<file path="config.mk">
export PLATFORM = sky130hd
export DESIGN_NAME = serial_frame_tx_flat
export DESIGN_NICKNAME = d
export VERILOG_FILES = /design/src/rtl/serial_pkg.sv /design/src/rtl/serial_frame_tx_if.sv /design/src/rtl/serial_bit_timer.sv /design/src/rtl/serial_frame_tx.sv /design/src/flat_wrapper.sv
export SDC_FILE = /design/constraint.sdc
export NUM_CORES = 1
export LEC_CHECK = 0
export BUFFER_PORTS_ARGS = -buffer_cell sky130_fd_sc_hd__buf_2
export CAP_MARGIN = 0
export CELL_PAD_IN_SITES_DETAIL_PLACEMENT = 1
export CELL_PAD_IN_SITES_GLOBAL_PLACEMENT = 1
export CORE_MARGIN = 1
export CORE_UTILIZATION = 37
export DETAILED_ROUTE_END_ITERATION = 12
export PLACE_DENSITY_LB_ADDON = 0.1
export SLEW_MARGIN = 20
export SYNTH_ARGS = -nofsm -noshare
export SYNTH_HDL_FRONTEND = slang
export SYNTH_SLANG_ARGS = --single-unit
</file>
<file path="constraint.sdc">
create_clock -name clk -period 1.45 [get_ports clk]
set_clock_uncertainty 0.05 [all_clocks]
set_input_delay 0.145 -clock clk [delete_from_list [all_inputs] [get_ports clk]]
set_output_delay 0.145 -clock clk [all_outputs]
set_load 0.05 [all_outputs]
</file>
<file path="src/rtl/serial_pkg.sv">
// Shared types and line levels for the serial frame transmitter and its matching receiver.
package serial_pkg;

   typedef enum logic [2:0] {
      IDLE,
      START,
      DATA,
      PARITY,
      STOP
   } state_t;

   localparam logic LINE_IDLE   = 1'b1;
   localparam logic START_LEVEL = 1'b0;
   localparam logic STOP_LEVEL  = 1'b1;

endpackage

</file>
<file path="src/rtl/serial_frame_tx_if.sv">
// Word handshake into the serial frame transmitter: the producer is the master, the transmitter the slave.
interface serial_frame_tx_if #(
   parameter int DATA_W = 8
) ();

   logic [DATA_W-1:0] din;
   logic              din_valid;
   logic              din_ready;

   modport master (output din, output din_valid, input din_ready);
   modport slave  (input din, input din_valid, output din_ready);

endinterface

</file>
<file path="src/rtl/serial_bit_timer.sv">
// Bit-period timer: counts 0..CLKS_PER_BIT-1 and flags the last cycle of each period.
module serial_bit_timer #(
   parameter int CLKS_PER_BIT = 4
) (
   input  logic clk,
   input  logic rst,
   input  logic clear,
   output logic bit_end
);

   localparam int CW = (CLKS_PER_BIT > 1) ? $clog2(CLKS_PER_BIT) : 1;
   localparam logic [CW-1:0] LAST = CW'(CLKS_PER_BIT - 1);

   logic [CW-1:0] cnt;

   assign bit_end = (cnt == LAST);

   // NOTE: sequential state uses non-blocking assignments so every flop samples pre-edge values.
   always_ff @(posedge clk or posedge rst) begin
      if (rst) begin
         cnt <= '0;
      end else if (clear || bit_end) begin
         cnt <= '0;
      end else begin
         cnt <= cnt + 1'b1;
      end
   end

endmodule

</file>
<file path="src/rtl/serial_frame_tx.sv">
// Parallel-to-serial frame transmitter: start, DATA_W bits LSB first, optional parity, stop.
// Build option: define SERIAL_TX_PARITY_EN to insert an even-parity bit between data and stop.
module serial_frame_tx
   import serial_pkg::*;
#(
   parameter int DATA_W       = 8,
   parameter int CLKS_PER_BIT = 4
) (
   input  logic                    clk,
   input  logic                    rst,
   serial_frame_tx_if.slave        in_if,
   output logic                    tx,
   output logic                    busy,
   output logic                    done
);

   localparam int BW = (DATA_W > 1) ? $clog2(DATA_W) : 1;
   localparam logic [BW-1:0] LAST_BIT = BW'(DATA_W - 1);

   state_t            state_q, state_d;
   logic [DATA_W-1:0] shift_q, shift_d;
   logic [BW-1:0]     bit_cnt_q, bit_cnt_d;
   logic              tx_d;
   logic              bit_end;
`ifdef SERIAL_TX_PARITY_EN
   logic              parity_q, parity_d;
`endif

   serial_bit_timer #(
      .CLKS_PER_BIT(CLKS_PER_BIT)
   ) u_timer (
      .clk     (clk),
      .rst     (rst),
      .clear   (state_q == IDLE),
      .bit_end (bit_end)
   );

   assign in_if.din_ready = (state_q == IDLE);
   assign busy            = (state_q != IDLE);

   // NOTE: every signal written here gets a default first, so no path can infer a latch.
   always_comb begin
      state_d   = state_q;
      shift_d   = shift_q;
      bit_cnt_d = bit_cnt_q;
      done      = 1'b0;
`ifdef SERIAL_TX_PARITY_EN
      parity_d  = parity_q;
`endif
      unique case (state_q)
         IDLE: begin
            if (in_if.din_valid) begin
               state_d  = START;
               shift_d  = in_if.din;
`ifdef SERIAL_TX_PARITY_EN
               parity_d = ^in_if.din;
`endif
            end
         end
         START: begin
            if (bit_end) state_d = DATA;
         end
         DATA: begin
            if (bit_end) begin
               shift_d = shift_q >> 1;
               if (bit_cnt_q == LAST_BIT) begin
                  bit_cnt_d = '0;
`ifdef SERIAL_TX_PARITY_EN
                  state_d   = PARITY;
`else
                  state_d   = STOP;
`endif
               end else begin
                  bit_cnt_d = bit_cnt_q + 1'b1;
               end
            end
         end
`ifdef SERIAL_TX_PARITY_EN
         PARITY: begin
            if (bit_end) state_d = STOP;
         end
`endif
         STOP: begin
            done = bit_end;
            if (bit_end) state_d = IDLE;
         end
         default: state_d = IDLE;
      endcase

      // Line level follows the state being entered so tx comes straight off a flop.
      tx_d = LINE_IDLE;
      unique case (state_d)
         START:   tx_d = START_LEVEL;
         DATA:    tx_d = shift_d[0];
`ifdef SERIAL_TX_PARITY_EN
         PARITY:  tx_d = parity_d;
`endif
         STOP:    tx_d = STOP_LEVEL;
         default: tx_d = LINE_IDLE;
      endcase
   end

   always_ff @(posedge clk or posedge rst) begin
      if (rst) begin
         state_q   <= IDLE;
         shift_q   <= '0;
         bit_cnt_q <= '0;
         tx        <= LINE_IDLE;
`ifdef SERIAL_TX_PARITY_EN
         parity_q  <= 1'b0;
`endif
      end else begin
         state_q   <= state_d;
         shift_q   <= shift_d;
         bit_cnt_q <= bit_cnt_d;
         tx        <= tx_d;
`ifdef SERIAL_TX_PARITY_EN
         parity_q  <= parity_d;
`endif
      end
   end

endmodule

</file>
<file path="src/flat_wrapper.sv">
// flat-port wrapper written by rule: the top's interface ports become plain ports
module serial_frame_tx_flat import serial_pkg::*;
#(
   parameter int DATA_W       = 8,
   parameter int CLKS_PER_BIT = 4
)
  (clk, rst, tx, busy, done, in_if_din, in_if_din_valid, in_if_din_ready);
  serial_frame_tx_if #(.DATA_W(DATA_W)) in_if_i ();
  input  logic clk;
  input  logic rst;
  output logic tx;
  output logic busy;
  output logic done;
  input wire logic [$bits(in_if_i.din)-1:0] in_if_din;
  input wire logic [$bits(in_if_i.din_valid)-1:0] in_if_din_valid;
  output wire logic [$bits(in_if_i.din_ready)-1:0] in_if_din_ready;
  assign in_if_i.din = in_if_din;
  assign in_if_i.din_valid = in_if_din_valid;
  assign in_if_din_ready = in_if_i.din_ready;
  serial_frame_tx #(.DATA_W(DATA_W), .CLKS_PER_BIT(CLKS_PER_BIT)) u_core (.clk(clk), .rst(rst), .in_if(in_if_i), .tx(tx), .busy(busy), .done(done));
endmodule
</file>
==> flow_results.org <==
** Worst setup path
- STA classifies the critical path startpoint as a register.
- Worst Setup End Kind :: register
- Arr. time, crit path :: 1680 ps
- Reg-to-reg critical path startpoint :: u_core.u_timer.cnt[0]
- In this run the worst path has a maximum fanout of 3.
- The critical path in this run is classified as register to register.
- STA puts the critical path data required time at 1600 ps.
- Tracing the worst setup path back leads to its startpoint at u_core.u_timer.cnt[0].

** Final layout
- The repair_antennas step left the layout with diodes totalling 0.
- The sequential cells in the finished layout cover a total of 430 um2.
- Summing all multi-input logic gate instances after layout gives 410 um2.
- At the end of the flow the core is filled with cells to 58.0%.
- The library cells used most frequently in the layout, excluding fill and tap cells, are buf_4 (14), dfrtp_1 (13), buf_2 (11).
- Excluding fillers, the count of instances in the completed layout stands at 137.
- Area Overhead vs Synth :: 40.6%
- Share of post-route cells with drive strength above 1 :: 49.1%
- Layout Cell Area excl Fill :: 1200 um2
- Post-layout net count :: 125
- Filler cell count in the final layout :: 238
- Most frequent standard cell in the layout excluding fill and tap cells :: buf_4

** Die
- Width of the die :: 50.0 um
- 15 I/O pins were placed.
- Height of the die :: 50.0 um
- Core Footprint :: 2060 um2
- DIE AREA :: 2500 um2
- Row generation in the floorplan step produced 16 rows.
- Starting density of the core :: 41.3%

** Timing
- Worst hold slack :: 28.3 ps
- Setup violations remaining at the end of the flow were counted as 13.
- The final hold violation count came to 0.
- For the pin with the worst max-slew slack, the measured transition is 420 ps.
- Minimum period implied by the final worst setup slack :: 1540 ps
- Dividing the final minimum period by the clock period gives 106%.
- Setup tns final :: -525 ps
- Final-report max-slew violation count :: 0
- Max Clock Freq :: 651 MHz
- Unrepaired setup endpoints after global routing :: yes
- Final WS setup :: -85.1 ps
- In this run the tightest slew margin relative to its limit is 72.0%.

** Placed design
- After detailed placement, the total cell area comes to 1030 um2.
- Detailed Place HPWL :: 1400 um
- In this run, placement finished with an instance count of 123.
- Before CTS, the worst setup slack after placement is -48.5 ps.
- The count of buffers added on input and output ports is 14.
- Global placer's final weighted congestion :: 0.702

** Global routing
- Antenna violations before repair :: 0
- Overall track demand over capacity in global routing :: 18.3%
- Entering global routing, the biggest net connects 18 pins.
- Global-route wire length before repair :: 3370 um
- The via count of the first global-routing pass came to 711.
- GRT overflow :: 0

** Route
- DR vias :: 705
- In the final routed layout, each cell accounts on average for 14.2 um.
- For this run, design rule violations remaining after detail routing come to 0.
- Detail-routed via count per cell :: 5.15
- The first detailed-routing pass ran for 4 iterations.
- DR iter-0 viols :: 4
- Wires add up to 1950 um.
- Remaining number of nets flagged by the antenna check after routing :: 0

** Flow run
- Max-Cap Viols :: 0

** Synthesis
- Post-Synth XOR/XNOR Area :: 0%
- Of the synthesized area, sequential elements account for 50.1%.
- Syn. warnings :: 0
- Summing the areas of all fa, ha and maj instances in the mapped netlist gives 4.41% of the synthesized area.
- Synthesized area divided by synthesized cell count :: 11.2 um2
- Synthesized area :: 851 um2
- After synthesis, the largest area contributor takes up 47.1% of total cell area.
- In this run, synthesis produced a sequential element count of 17.
- Summing the areas of all and, or, nand and nor instances in the mapped netlist gives 15.6% of the synthesized area.
- In this run, distinct cell masters in the synthesized netlist total 32.
- Synth Net Count :: 90
- Synthesis produced a netlist whose cell count is 76.
- Largest cells by area after synthesis :: dfrtp_1 (47%), a22oi_1 (5.3%), o21ai_1 (4.7%), ha_1 (4.4%), mux2_1 (4.0%)
- Post-synthesis cell type with the largest combined area :: dfrtp_1
- Proportion of synthesized area in mux cells :: 5.15%
- After synthesis, the largest family of logic cells by area is compound AO/OA/AOI/OAI gates.
- Post-synthesis compound-gate area fraction :: 17.8%

** Clock tree
- H-Tree Level Count :: 1
- At the later pin of the worst-skew pair, clock insertion delay measures 280 ps.
- Total clock sinks :: 17
- After clock tree synthesis, the clock-pin slew on the worst setup and hold paths is 90 ps.
- TritonCTS clock tree :: done
- The clock passes through at most 2 buffers.
- Num CTS Buffers :: 3
- CTS root buffer :: clkbuf_4

** Power
- Combinational logic burns 52.9% of the power.
- Total power per unit cell area :: 1850 nW/um2
- Static Leak :: 0.560 nW
- Pwr Total :: 2.21 mW
- Cell internal power was estimated by the tool at 1.35 mW.
- In this run switching power makes up 38.8% of total power.
- Sequential fraction of design power :: 36.2%
- IR analysis of the VDD net gives a maximum drop of 1020 uV.
- Part of the power in the clock network :: 10.9%
- Net switching power :: 858 uW

** Status
- Run status :: finished, violations left
- Violated checks :: setup timing

** Hold path
- Path type of the worst min-delay path :: input port to register
- The startpoint identified for the worst hold timing path is in_if_din[7].
-- final cells by class --
type / instances / share of cell area, %
sequential: 17 / 36.0
multi-input combinational: 46 / 34.3
timing repair buffer: 34 / 21.8
inverter: 9 / 2.82
tap: 27 / 2.82
clock buffer: 3 / 1.88
clock inverter: 1 / 0.418
-- cells by family after synthesis --
logic type | count (synthesis)
compound gates | 20
fa+ha+maj | 3
simple gates | 19
flops | 17
mux | 4
buf+inv | 13
-- final timing paths --
path | depth (start not counted) | end | slack (ps)
setup / recovery | 6 | u_core.tx | -90
hold / removal | 3 | u_core.shift_q[7] | 30
setup reg to reg | 6 | u_core.tx | -90
hold reg to reg | 1 | u_core.bit_cnt_q[2] | 460
max in group asynchronous | 4 | u_core.tx | 740
min in group asynchronous | 4 | u_core.shift_q[2] | 360
-- Yosys cell counts (all sizes together) --
library cell	instances
dfrtp	16
inv	9
o21ai	8
a22oi	6
buf	3
ha	3
mux2	3
nand2	3
nor2	3
nor3	2
nor4b	2
a2111oi	1
a21o	1
a21oi	1
a221oi	1
a41oi	1
and2	1
and4bb	1
clkbuf	1
dfstp	1
mux2i	1
nand2b	1
nand4	1
nor2b	1
nor3b	1
nor4bb	1
o21a	1
or2	1
or3	1
-- timing repair --
action                                 in CTS  in global routing
hold buffers                                1                  0
gates resized for setup                    17                  3
endpoints found under the hold margin      16                  0
cloned                                      0                  0
setup endpoints to repair                  16                 18
pin swaps                                   4                  1
setup buffers                               8                  1
-- flip-flops by register name, summed over array words and instances, names as in the netlist --
signal	flops
u_core.state_q	3
u_core.shift_q	8
u_core.u_timer.cnt	2
u_core.bit_cnt_q	3
u_core.tx	1
-- power by group through the flow --
stage / combinational [mW] / sequential, mW / clock [mW]
CTS: 1.13 / 0.801 / 0.252
global route: 1.27 / 0.822 / 0.272
floorplan: 0.668 / 0.798 / 0
global placement: 0.857 / 0.818 / 0
detailed placement: 0.882 / 0.828 / 0
finish: 1.17 / 0.800 / 0.241
-- critical path, cell delays in order (launching register included) --
cell      delay, ps
dfrtp_1         400
ha_2            190
buf_6           120
buf_4           130
nor4bb_2        160
o21ai_1         240
a41oi_2         160
-- layer usage --
| layer | track usage [%] | routed length, um |
|---|---|---|
| met5 | 0 | 0 |
| met4 | 1.43 | 0 |
| met3 | 5.86 | 71 |
| met2 | 30.0 | 1030 |
| met1 | 24.3 | 843 |
No activity file was read; power rests on OpenSTA's default activity.
